File: src/rtl/serial_add2_ctrl.sv
// Start/busy/done sequencer around a single 2-bit add slice: WIDTH/2 steps per add,
// with carry registered between steps. Optional subtract mode via SERIAL_ADD_SUB_EN.
module serial_add2_ctrl #(
    parameter int WIDTH = 8
) (
    input  logic             clk,
    input  logic             rst_n,
    input  logic             start,
`ifdef SERIAL_ADD_SUB_EN
    input  logic             sub,
`endif
    input  logic [WIDTH-1:0] a,
    input  logic [WIDTH-1:0] b,
    output logic             busy,
    output logic             done,
    output logic [WIDTH-1:0] sum,
    output logic             cout
);

    localparam int N     = WIDTH / 2;
    localparam int CNT_W = (N > 1) ? $clog2(N) : 1;

    typedef enum logic [1:0] {
        IDLE,
        RUN,
        DONE
    } state_t;

    state_t             state_reg, state_next;
    logic [WIDTH-1:0]   a_reg, a_next;
    logic [WIDTH-1:0]   b_reg, b_next;
    logic [WIDTH-1:0]   acc_reg, acc_next;
    logic [WIDTH-1:0]   sum_reg, sum_next;
    logic               carry_reg, carry_next;
    logic               cout_reg, cout_next;
    logic [CNT_W-1:0]   count_reg, count_next;

    logic [WIDTH-1:0]   b_capture;
    logic               carry_init;
    logic [2:0]         slice_res;

    // Subtract is a + ~b + 1: invert B on capture and seed the carry with 1.
`ifdef SERIAL_ADD_SUB_EN
    assign b_capture  = sub ? ~b : b;
    assign carry_init = sub;
`else
    assign b_capture  = b;
    assign carry_init = 1'b0;
`endif

    assign slice_res = {1'b0, a_reg[1:0]} + {1'b0, b_reg[1:0]} + {2'b00, carry_reg};

    always_ff @(posedge clk or negedge rst_n) begin
        if (!rst_n) begin
            state_reg <= IDLE;
            a_reg     <= '0;
            b_reg     <= '0;
            acc_reg   <= '0;
            sum_reg   <= '0;
            carry_reg <= 1'b0;
            cout_reg  <= 1'b0;
            count_reg <= '0;
        end else begin
            state_reg <= state_next;
            a_reg     <= a_next;
            b_reg     <= b_next;
            acc_reg   <= acc_next;
            sum_reg   <= sum_next;
            carry_reg <= carry_next;
            cout_reg  <= cout_next;
            count_reg <= count_next;
        end
    end

    always_comb begin
        state_next = state_reg;
        a_next     = a_reg;
        b_next     = b_reg;
        acc_next   = acc_reg;
        sum_next   = sum_reg;
        carry_next = carry_reg;
        cout_next  = cout_reg;
        count_next = count_reg;
        busy       = 1'b0;
        done       = 1'b0;

        case (state_reg)
            IDLE: begin
                if (start) begin
                    a_next     = a;
                    b_next     = b_capture;
                    carry_next = carry_init;
                    count_next = '0;
                    state_next = RUN;
                end
            end
            RUN: begin
                busy       = 1'b1;
                a_next     = a_reg >> 2;
                b_next     = b_reg >> 2;
                acc_next   = acc_reg >> 2;
                acc_next[WIDTH-1 -: 2] = slice_res[1:0];
                carry_next = slice_res[2];
                count_next = count_reg + 1'b1;
                // Result is published only on the final step so sum stays stable mid-run.
                if (count_reg == CNT_W'(N - 1)) begin
                    sum_next   = acc_next;
                    cout_next  = slice_res[2];
                    state_next = DONE;
                end
            end
            DONE: begin
                busy       = 1'b1;
                done       = 1'b1;
                state_next = IDLE;
            end
            default: state_next = IDLE;
        endcase
    end

    assign sum  = sum_reg;
    assign cout = cout_reg;

endmodule

File: config.mk
export PLATFORM = sky130hd
export DESIGN_NAME = serial_add2_ctrl
export DESIGN_NICKNAME = d
export VERILOG_FILES = /design/src/rtl/serial_add2_ctrl.sv
export SDC_FILE = /design/constraint.sdc
export NUM_CORES = 1
export LEC_CHECK = 0
export ABC_AREA = 1
export ABC_CLOCK_PERIOD_IN_PS = 4400
export BUFFER_PORTS_ARGS = -buffer_cell sky130_fd_sc_hd__buf_2
export CAP_MARGIN = 30
export CORE_MARGIN = 2
export CORE_UTILIZATION = 45
export DETAILED_ROUTE_END_ITERATION = 8
export PLACE_DENSITY = 0.67
export SLEW_MARGIN = 20
export SYNTH_ARGS = -nofsm -noshare
export SYNTH_HDL_FRONTEND = slang
export SYNTH_SLANG_ARGS = --single-unit
File: constraint.sdc
create_clock -name clk -period 4.4 [get_ports clk]
set_input_delay 0.22 -clock clk [delete_from_list [all_inputs] [get_ports clk]]
set_output_delay 0.22 -clock clk [all_outputs]
set_load 0.05 [all_outputs]
==> flow_summary.toml, run 1 <==
[floorplanning]
num_rows = 22
initial_utilization_pct = 47.99
io_pins = 30
fp.dieH_um = 67.19
floorplan.die.width_um = 67.19
die_area_mm2 = 0.004514
floorplan.core_area_mm2 = 0.003744

[routing]
detail_route.wl_per_cell_um = 11.28
route.detailed.drc = 0
drt-vias-per-instance = 4.728
num_vias = 1338
antenna_left = 0
drt_first_iter_violations = 67
wirelength_um = 3193
drt_pass1_iterations = 4

[run_status]
outcome = "completed"

[global_routing]
grt_pass1_wl_um = 5575
global_route.overflow_total = 0
number_of_antenna_violations_at_the_first_check_in_global_routing = 0
maximum_number_of_pins_on_one_net_before_global_route_repair = 37
first_global_vias = 1228
grt.total_usage_pct = 16.59

[clock_tree]
clk_pin_slew_worst_paths_ns = 0.07
cts.repair_timing.setup_buffer_count = 0
cts_inserted_buffers = 5
clk_latency_ns = 0.29
cts.sink_count = 36
cts_root_buffer = "sky130_fd_sc_hd__clkbuf_8"
cts-root-to-sink-buffers = 2
ctsHtreeMaxLevel = 2
ctsResizeCount = 0
cts_tree = "yes"
hold_bufs_inserted_after_cts = 0

[sta]
final_period_minus_worst_setup_slack_ns = 1.858
fin_crit_sh_pct = 42.22
worst_tran_pin_value_ns = 0.7854
final_max_slew_viol_count = 0
timing.slew.headroom_pct = 47.64
rsz_0062_raised_after_global_routing = "no"
achievable-frequency_mhz = 538.3
setup_viol_count_final = 0
clock_skew_ns = 0.005428
setup-tns-final_ns = 0
hold_slack_ns = 0.01100
final_hold_viol_count = 0

[flow_run]
max-cap-violations = 0

[logic_synthesis]
total_nets_after_synthesis = 234
synth_sequential_area_ratio_pct = 50.14
yosys_warnings = 0
syn_area_per_cell_um2 = 8.597
synth-seq-cells = 36
post_synth_inst_count = 209
synthDistinctLibCells = 18
ys_dominant_reg_cell = "sky130_fd_sc_hd__dfrtp_1"
synth-edff-count = 0
share_of_synthesized_flip_flops_with_an_asynchronous_set_or_reset_pct = 100.0
syn-cell-area_mm2 = 0.001797

[worst_setup_path]
reg2reg_setup_slack_ns = 2.54
timing.critical_path.cells = "inv_1, ha_1, buf_4, nand2_2, nand2_2, nand2_1, nand2_1"
timing.rr.end = "b_reg[0]$_DFFE_PN0P_"
timing_worst_setup_path_type = "register to register"
path_max_fanout = 28
startpoint_type = "register"
crit_slowest_cell = "sky130_fd_sc_hd__dfrtp_1"
critPathArrivalTime_ns = 2.08
worst-path-buf-inv = 2
worst-r2r-cell-count = 7
worstReg2RegStart = "state_reg[1]$_DFFE_PN0P_"
timing.critical_path.to_type = "register"
critical-path-max-stage-delay_ns = 0.41
path_delay_family = "simple AND/OR/NAND/NOR gates"
worstPathRequired_ns = 4.62

[finish]
drive_gt1_share_pct = 22.55
antenna-diode-count = 0
layout-area-overhead-vs-synth_pct = 12.05
multi_input_area_um2 = 732.0
final_cell_mix = "93 x sky130_fd_sc_hd__nand2_1, 36 x sky130_fd_sc_hd__dfrtp_1, 29 x sky130_fd_sc_hd__buf_2, 14 x sky130_fd_sc_hd__inv_1, 14 x sky130_fd_sc_hd__nand3_1"
most_common_library_cell_in_the_layout_ignoring_fill_and_taps = "sky130_fd_sc_hd__nand2_1"
finalNetCount = 259
final_area_mm2 = 0.002013
final-seq-area_um2 = 900.9
nFillCells = 399

[place]
placed_cell_area_mm2 = 0.001902
place.gp.congestion = 0.7100
place_hpwl_um = 2117
placement.io_buffers = 29

[min_path]
tightest_hold_check_type = "primary input to asynchronous set/reset pin"

[power_and_ir_drop]
vdd_drop_max_uv = 471.7
power.static_leakage_uw = 0.001107
power_per_cell_area_mw_per_mm2 = 743.8
==> power by group <==
| part | internal [µW] | switching (µW) |
|---|---|---|
| clock | 168 | 120 |
| combinational | 194 | 471 |
| sequential | 469 | 75.4 |
| total | 830 | 667 |
==> final cells by class <==
type,count,share of cell area [%]
inverters,15,2.797
repair buffers,30,7.582
well taps,48,2.983
multi-input cells,146,36.36
flip-flops and latches,36,44.75
clock inverters,3,2.113
clock buffers,5,3.418
==> per-stage QoR <==
stage,util [%],std cells,power [µW],worst slack [ns]
finish,53.78,283,1497,2.542
global placement,50.80,275,1213,2.597
floorplan,-,209,1129,2.897
global route,53.78,283,1627,2.355
detailed placement,50.80,275,1222,2.569
CTS,53.78,283,1511,2.546
==> synthesized netlist by cell type, types with 3 or more instances <==
cell	instances	area [µm²]
sky130_fd_sc_hd__buf_2	4	20.02
sky130_fd_sc_hd__inv_1	14	52.55
sky130_fd_sc_hd__nand4_1	4	25.02
sky130_fd_sc_hd__nand2_1	93	349.1
sky130_fd_sc_hd__nand3_1	14	70.07
sky130_fd_sc_hd__buf_4	4	30.03
sky130_fd_sc_hd__ha_1	4	50.05
sky130_fd_sc_hd__nand3_2	10	100.1
sky130_fd_sc_hd__dfrtp_1	36	900.9
sky130_fd_sc_hd__o21ai_0	10	50.05
sky130_fd_sc_hd__nand2_2	4	25.02
sky130_fd_sc_hd__o21ai_1	3	15.01
==> cells by family (layout without fill, tap and decap cells) <==
| family | after synthesis | after routing | synth area share (%) |
|---|---|---|---|
| simple gates | 127 | 127 | 32.10 |
| flops | 36 | 36 | 50.14 |
| buf+inv | 27 | 53 | 9.122 |
| compound gates | 13 | 13 | 3.621 |
| fa+ha+maj | 6 | 6 | 5.014 |
==> worst register-to-register path, stage by stage, from the launching register on <==
cell and delay (ns):
sky130_fd_sc_hd__dfrtp_1 0.41, sky130_fd_sc_hd__inv_1 0.09, sky130_fd_sc_hd__ha_1 0.14, sky130_fd_sc_hd__buf_4 0.28, sky130_fd_sc_hd__nand2_2 0.37, sky130_fd_sc_hd__nand2_2 0.37, sky130_fd_sc_hd__nand2_1 0.09, sky130_fd_sc_hd__nand2_1 0.06
==> worst max-delay path by stage <==
stage / to / start / depth (start not counted) / slack (ns)
after floorplan: sum[7]$_DFFE_PN0P_ / a_reg[0]$_DFFE_PN0P_ / 4 / 2.90
after global placement: carry_reg$_DFFE_PN0P_ / state_reg[1]$_DFFE_PN0P_ / 7 / 2.60
after detailed placement: a_reg[5]$_DFFE_PN0P_ / state_reg[1]$_DFFE_PN0P_ / 7 / 2.57
after CTS: a_reg[5]$_DFFE_PN0P_ / state_reg[1]$_DFFE_PN0P_ / 7 / 2.55
after global routing: a_reg[4]$_DFFE_PN0P_ / state_reg[1]$_DFFE_PN0P_ / 7 / 2.36
final: b_reg[0]$_DFFE_PN0P_ / state_reg[1]$_DFFE_PN0P_ / 7 / 2.54
==> routing by layer <==
layer / wire, µm / vias to the layer above / GRT usage, %
li1: - / 702 / -
met1: 1639 / 609 / 23.12
met2: 1394 / 22 / 24.88
met3: 115 / 5 / 4.833
met4: 44 / 0 / 5.612
met5: 0 / - / 0
No activity file was read; power rests on OpenSTA's default activity.
==> run 2: changes to the inputs <==
--- a/config.mk
+++ b/config.mk
@@ -6,13 +6,13 @@
 export NUM_CORES = 1
 export LEC_CHECK = 0
 export ABC_AREA = 1
-export ABC_CLOCK_PERIOD_IN_PS = 4400
+export ABC_CLOCK_PERIOD_IN_PS = 1700
 export BUFFER_PORTS_ARGS = -buffer_cell sky130_fd_sc_hd__buf_2
 export CAP_MARGIN = 30
 export CORE_MARGIN = 2
 export CORE_UTILIZATION = 45
 export DETAILED_ROUTE_END_ITERATION = 8
-export PLACE_DENSITY = 0.67
+export PLACE_DENSITY = 0.7
 export SLEW_MARGIN = 20
 export SYNTH_ARGS = -nofsm -noshare
 export SYNTH_HDL_FRONTEND = slang
==> constraint.sdc (replaced) <==
create_clock -name clk -period 1.7 [get_ports clk]
set_input_delay 0.085 -clock clk [delete_from_list [all_inputs] [get_ports clk]]
set_output_delay 0.085 -clock clk [all_outputs]
set_load 0.05 [all_outputs]
==> flow_summary.toml, run 2 (synthesis gave the netlist of run 1 again) <==
[clock_tree]
cts.sink_count = 36
clk_latency_ns = 0.30
cts_root_buffer = "sky130_fd_sc_hd__clkbuf_8"
cts_inserted_buffers = 5
cts.repair_timing.setup_buffer_count = 0
ctsHtreeMaxLevel = 2
clk_pin_slew_worst_paths_ns = 0.07
cts_tree = "yes"
cts-root-to-sink-buffers = 2

[routing]
drt-vias-per-instance = 4.738
detail_route.wl_per_cell_um = 11.54
drt_pass1_iterations = 4
wirelength_um = 3348
antenna_left = 0
drt_first_iter_violations = 46
route.detailed.drc = 0
num_vias = 1374

[power_and_ir_drop]
power.clock.fraction_pct = 18.8
power_per_cell_area_mw_per_mm2 = 1919
vdd_drop_max_uv = 1103
power.share.combinational_pct = 45.8
power.static_leakage_uw = 0.001131
swShare_pct = 44.49
switching_power_uw = 1773
pwr-share-seq_pct = 35.4
cell_internal_pwr_uw = 2212

[global_routing]
number_of_antenna_violations_at_the_first_check_in_global_routing = 0
maximum_number_of_pins_on_one_net_before_global_route_repair = 37
grt_pass1_wl_um = 5692
first_global_vias = 1249
grt.total_usage_pct = 17.28
global_route.overflow_total = 0

[worst_setup_path]
timing.critical_path.to_type = "register"
critical-path-max-stage-delay_ns = 0.40
startpoint_type = "register"
critical_path.most_common_cell = "sky130_fd_sc_hd__buf_4"
timing_worst_setup_path_type = "register to register"
path_delay_family = "buffers and inverters"
timing.critical_path.cells = "inv_1, ha_2, buf_4, nand2_2, buf_4, nand3_1, nand2_1"
path_max_fanout = 17
crit_slowest_cell = "sky130_fd_sc_hd__dfrtp_1"
worstPathRequired_ns = 1.89
worst-path-buf-inv = 3
reg2reg_setup_slack_ns = 0.13
critPathArrivalTime_ns = 1.76

[place]
placement.io_buffers = 29
place.gp.congestion = 0.7411
dp_slack_ns = 0.1064
place_hpwl_um = 2183

[sta]
setup_viol_count_final = 0
rsz_0062_raised_after_global_routing = "no"
achievable-frequency_mhz = 635.2
timing.slew.headroom_pct = 70.34
fin_crit_sh_pct = 92.61
clock_skew_ns = 0.008604
final_period_minus_worst_setup_slack_ns = 1.574
worst_tran_pin_value_ns = 0.4449
finalWorstSetupSlack_ns = 0.1256
final_hold_viol_count = 0
final_max_slew_viol_count = 0
setup-tns-final_ns = 0

[finish]
most_common_library_cell_in_the_layout_ignoring_fill_and_taps = "sky130_fd_sc_hd__nand2_1"
drive_gt1_share_pct = 25.21
final_cell_mix = "93 x sky130_fd_sc_hd__nand2_1, 36 x sky130_fd_sc_hd__dfrtp_1, 29 x sky130_fd_sc_hd__buf_2, 14 x sky130_fd_sc_hd__nand3_1, 13 x sky130_fd_sc_hd__inv_1"
layout-area-overhead-vs-synth_pct = 15.60
antenna-diode-count = 0
finalNetCount = 266

[min_path]
tightest_hold_check_type = "primary input to register"

[floorplanning]
floorplan.die.width_um = 67.19
initial_utilization_pct = 47.99
die_area_mm2 = 0.004514
num_rows = 22
floorplan.core_area_mm2 = 0.003744
io_pins = 30
fp.dieH_um = 67.19

[flow_run]
max-cap-violations = 0

[run_status]
outcome = "completed"
## run 2: through the flow
stage / hold WS, ns / instance area (µm²) / power, µW / cells / util, %
after global routing: 0.04041 / 2077 / 4344 / 290 / 55.48
final: 0.03747 / 2077 / 3985 / 290 / 55.48
after detailed placement: 0.1526 / 1939 / 3227 / 280 / 51.80
after global placement: 0.1493 / 1939 / 3181 / 280 / 51.80
after floorplan: -0.2106 / 1797 / 2922 / 209 / -
after CTS: 0.03005 / 2061 / 3987 / 289 / 55.05
## run 2: final cells by class
| class | instances | area, µm² |
|---|---|---|
| tap | 48 | 60.06 |
| timing repair buffer | 36 | 200.2 |
| fill | 389 | 1667 |
| multi-input combinational | 146 | 739.5 |
| sequential | 36 | 900.9 |
| clock inverter | 3 | 42.54 |
| inverter | 15 | 60.06 |
| timing repair inverter | 1 | 5.005 |
| clock buffer | 5 | 68.82 |
## run 2: what timing repair did
item / CTS / global route
hold buffers: 1 / 0
resized for setup: 0 / 3
setup endpoints to repair: 0 / 2
endpoints found under the hold margin: 36 / 0
## run 2: worst paths after layout
path                                           from                       end  depth (start not counted)
setup / recovery           state_reg[1]$_DFFE_PN0P_      a_reg[2]$_DFFE_PN0P_                          7
hold / removal                                 a[6]      a_reg[6]$_DFFE_PN0P_                          3
setup reg to reg           state_reg[1]$_DFFE_PN0P_      a_reg[2]$_DFFE_PN0P_                          7
hold reg to reg                  sum[5]$_DFFE_PN0P_        sum[5]$_DFFE_PN0P_                          2
max in group asynchronous                     rst_n        sum[5]$_DFFE_PN0P_                          3
min in group asynchronous                     rst_n  state_reg[1]$_DFFE_PN0P_                          3
## run 2: power by group through the flow
stage	Clock [µW]	Sequential [µW]	Combinational, µW
after floorplan	0	1680	1240
after global placement	0	1410	1770
after detailed placement	0	1430	1800
after CTS	770	1410	1810
after global routing	808	1460	2080
final	750	1410	1820
## run 2: per-layer routing
layer / GRT usage (%) / part of all wire [%] / vias up / wire length (µm)
met3: 5.667 / 4.5 / 5 / 150
met4: 8.418 / 2.2 / 0 / 72
met1: 23.02 / 49 / 625 / 1629
met5: 0 / 0 / - / 0
li1: - / - / 718 / -
met2: 25.37 / 45 / 26 / 1494
## run 2: worst register-to-register path, cell delays in order, from the launching register on
cell and delay [ns]:
sky130_fd_sc_hd__dfrtp_1 0.40, sky130_fd_sc_hd__inv_1 0.08, sky130_fd_sc_hd__ha_2 0.26, sky130_fd_sc_hd__buf_4 0.22, sky130_fd_sc_hd__nand2_2 0.12, sky130_fd_sc_hd__buf_4 0.23, sky130_fd_sc_hd__nand3_1 0.10, sky130_fd_sc_hd__nand2_1 0.05
==> run 3: changes to the inputs <==
--- a/config.mk
+++ b/config.mk
@@ -12,7 +12,7 @@
 export CORE_MARGIN = 2
 export CORE_UTILIZATION = 45
 export DETAILED_ROUTE_END_ITERATION = 8
-export PLACE_DENSITY = 0.7
+export PLACE_DENSITY = 0.68
 export SLEW_MARGIN = 20
 export SYNTH_ARGS = -nofsm -noshare
 export SYNTH_HDL_FRONTEND = slang
==> flow_summary.toml, run 3 (synthesis gave the netlist of run 1 again) <==
[routing]
drt_pass1_iterations = 4
num_vias = 1374
drt-vias-per-instance = 4.722
detail_route.wl_per_cell_um = 11.43
met1_length_um = 1592
route.detailed.drc = 0
dr.max_layer_used = "met4"
wirelength_um = 3325
antenna_left = 0
met2_wirelength_um = 1565
detailroute.wirelength.met3_um = 126
drt_first_iter_violations = 61

[sta]
final_period_minus_worst_setup_slack_ns = 1.589
rsz_0062_raised_after_global_routing = "no"
clock_skew_ns = 0.002686
finalWorstSetupSlack_ns = 0.1114
final_hold_viol_count = 0
final_max_slew_viol_count = 0
setup_viol_count_final = 0
setup-tns-final_ns = 0
fin_crit_sh_pct = 93.45
hold_slack_ns = 0.04818
worst_tran_pin_value_ns = 0.4409
timing.slew.headroom_pct = 70.60
achievable-frequency_mhz = 629.5

[worst_setup_path]
timing_worst_setup_path_type = "register to register"
crit_slowest_cell = "sky130_fd_sc_hd__fa_1"
critical_path.startpoint = "a_reg[0]$_DFFE_PN0P_"
critical_path.most_common_cell = "sky130_fd_sc_hd__fa_1"
worstReg2RegStart = "a_reg[0]$_DFFE_PN0P_"
timing.critical_path.to_type = "register"
timing.critical_path.cells = "inv_1, fa_1, fa_1, o21ai_0"
reg2reg_setup_slack_ns = 0.11
startpoint_type = "register"
worstPathRequired_ns = 1.86
critPathArrivalTime_ns = 1.75
path_max_fanout = 2
worst-r2r-cell-count = 4
timing.rr.end = "sum[7]$_DFFE_PN0P_"
critical-path-max-stage-delay_ns = 0.52

[power_and_ir_drop]
power_per_cell_area_mw_per_mm2 = 1921
power.static_leakage_uw = 0.001137
vdd_drop_max_uv = 804.1

[global_routing]
maximum_number_of_pins_on_one_net_before_global_route_repair = 37
number_of_antenna_violations_at_the_first_check_in_global_routing = 0
grt_pass1_wl_um = 5706
first_global_vias = 1311
global_route.overflow_total = 0
grt.total_usage_pct = 17.08

[floorplanning]
initial_utilization_pct = 47.99
num_rows = 22
io_pins = 30
floorplan.die.width_um = 67.19
floorplan.core_area_mm2 = 0.003744
fp.dieH_um = 67.19
die_area_mm2 = 0.004514

[clock_tree]
cts.repair_timing.setup_buffer_count = 0
cts_root_buffer = "sky130_fd_sc_hd__clkbuf_8"
ctsHtreeMaxLevel = 2
clk_pin_slew_worst_paths_ns = 0.07
cts.sink_count = 36
cts-root-to-sink-buffers = 2
cts_tree = "yes"
clk_latency_ns = 0.28
cts_inserted_buffers = 5

[min_path]
hold-path-endpoint = "b_reg[6]$_DFFE_PN0P_"
tightest_hold_check_type = "primary input to register"
hold_depth = 3
timing.hold.worst.start = "b[6]"

[finish]
finalNetCount = 267
final_cell_mix = "93 x sky130_fd_sc_hd__nand2_1, 36 x sky130_fd_sc_hd__dfrtp_1, 29 x sky130_fd_sc_hd__buf_2, 14 x sky130_fd_sc_hd__nand3_1, 13 x sky130_fd_sc_hd__inv_1"
most_common_library_cell_in_the_layout_ignoring_fill_and_taps = "sky130_fd_sc_hd__nand2_1"
final_area_mm2 = 0.002091
antenna-diode-count = 0
layout-area-overhead-vs-synth_pct = 16.37
nFillCells = 366
drive_gt1_share_pct = 25.51

[flow_run]
max-cap-violations = 0

[place]
placement.io_buffers = 29
dp_slack_ns = 0.09914
place_hpwl_um = 2182
placed_cell_area_mm2 = 0.001947
place.gp.congestion = 0.7833

[run_status]
outcome = "completed"
==> run 3: cell count changes in the layout (fill, tap and decap cells not counted) <==
cell	before	now
sky130_fd_sc_hd__clkinvlp_2	1	0
sky130_fd_sc_hd__buf_6	0	1
sky130_fd_sc_hd__clkinvlp_4	2	3
==> run 3: cell type report <==
| type | count | area (µm²) | area share (%) |
|---|---|---|---|
| well taps | 48 | 60.06 | 2.873 |
| repair inverters | 1 | 7.507 | 0.3591 |
| flip-flops and latches | 36 | 900.9 | 43.09 |
| clock buffers | 5 | 68.82 | 3.291 |
| inverters | 15 | 60.06 | 2.873 |
| multi-input cells | 146 | 739.5 | 35.37 |
| repair buffers | 37 | 211.5 | 10.11 |
| clock inverters | 3 | 42.54 | 2.035 |
==> run 3: worst max-delay path, delay by kind of cell (launching register included) <==
family,cells,cell delay [ns]
flops,1,0.36
compound gates,1,0.09
buf+inv,1,0.06
fa+ha+maj,2,0.96
==> run 3: worst max-delay path by stage <==
stage	to	slack, ns	depth (start not counted)
after floorplan	sum[7]$_DFFE_PN0P_	0.20	4
after global placement	acc_reg[7]$_DFFE_PN0P_	0.15	4
after detailed placement	acc_reg[7]$_DFFE_PN0P_	0.1	4
after CTS	acc_reg[7]$_DFFE_PN0P_	0.09	4
after global routing	a_reg[4]$_DFFE_PN0P_	0.04	7
final	sum[7]$_DFFE_PN0P_	0.11	4
==> run 3: what timing repair did <==
action	4_1_cts	5_1_grt
endpoints found under the hold margin	36	0
hold buffers	1	0
resized for setup	0	5
setup endpoints to repair	0	7
==> run 3: routing by layer <==
metal | GRT usage, % | vias up
li1 | - | 719
met1 | 21.86 | 619
met2 | 27.10 | 32
met3 | 3.833 | 4
met4 | 8.929 | 0
met5 | 0 | -
==> run 3: power breakdown <==
group | total [µW] | switching (µW) | internal [µW]
registers | 1410 | 197 | 1210
clock network | 735 | 302 | 434
logic | 1870 | 1280 | 594
==> run 3: per-stage QoR <==
stage                     power, µW  cells  utilization [%]
final                          4016    291            55.85
after detailed placement       3245    281            52.01
after global routing           4382    291            55.85
after global placement         3196    281            52.01
after CTS                      3999    290            55.25
after floorplan                2922    209                -
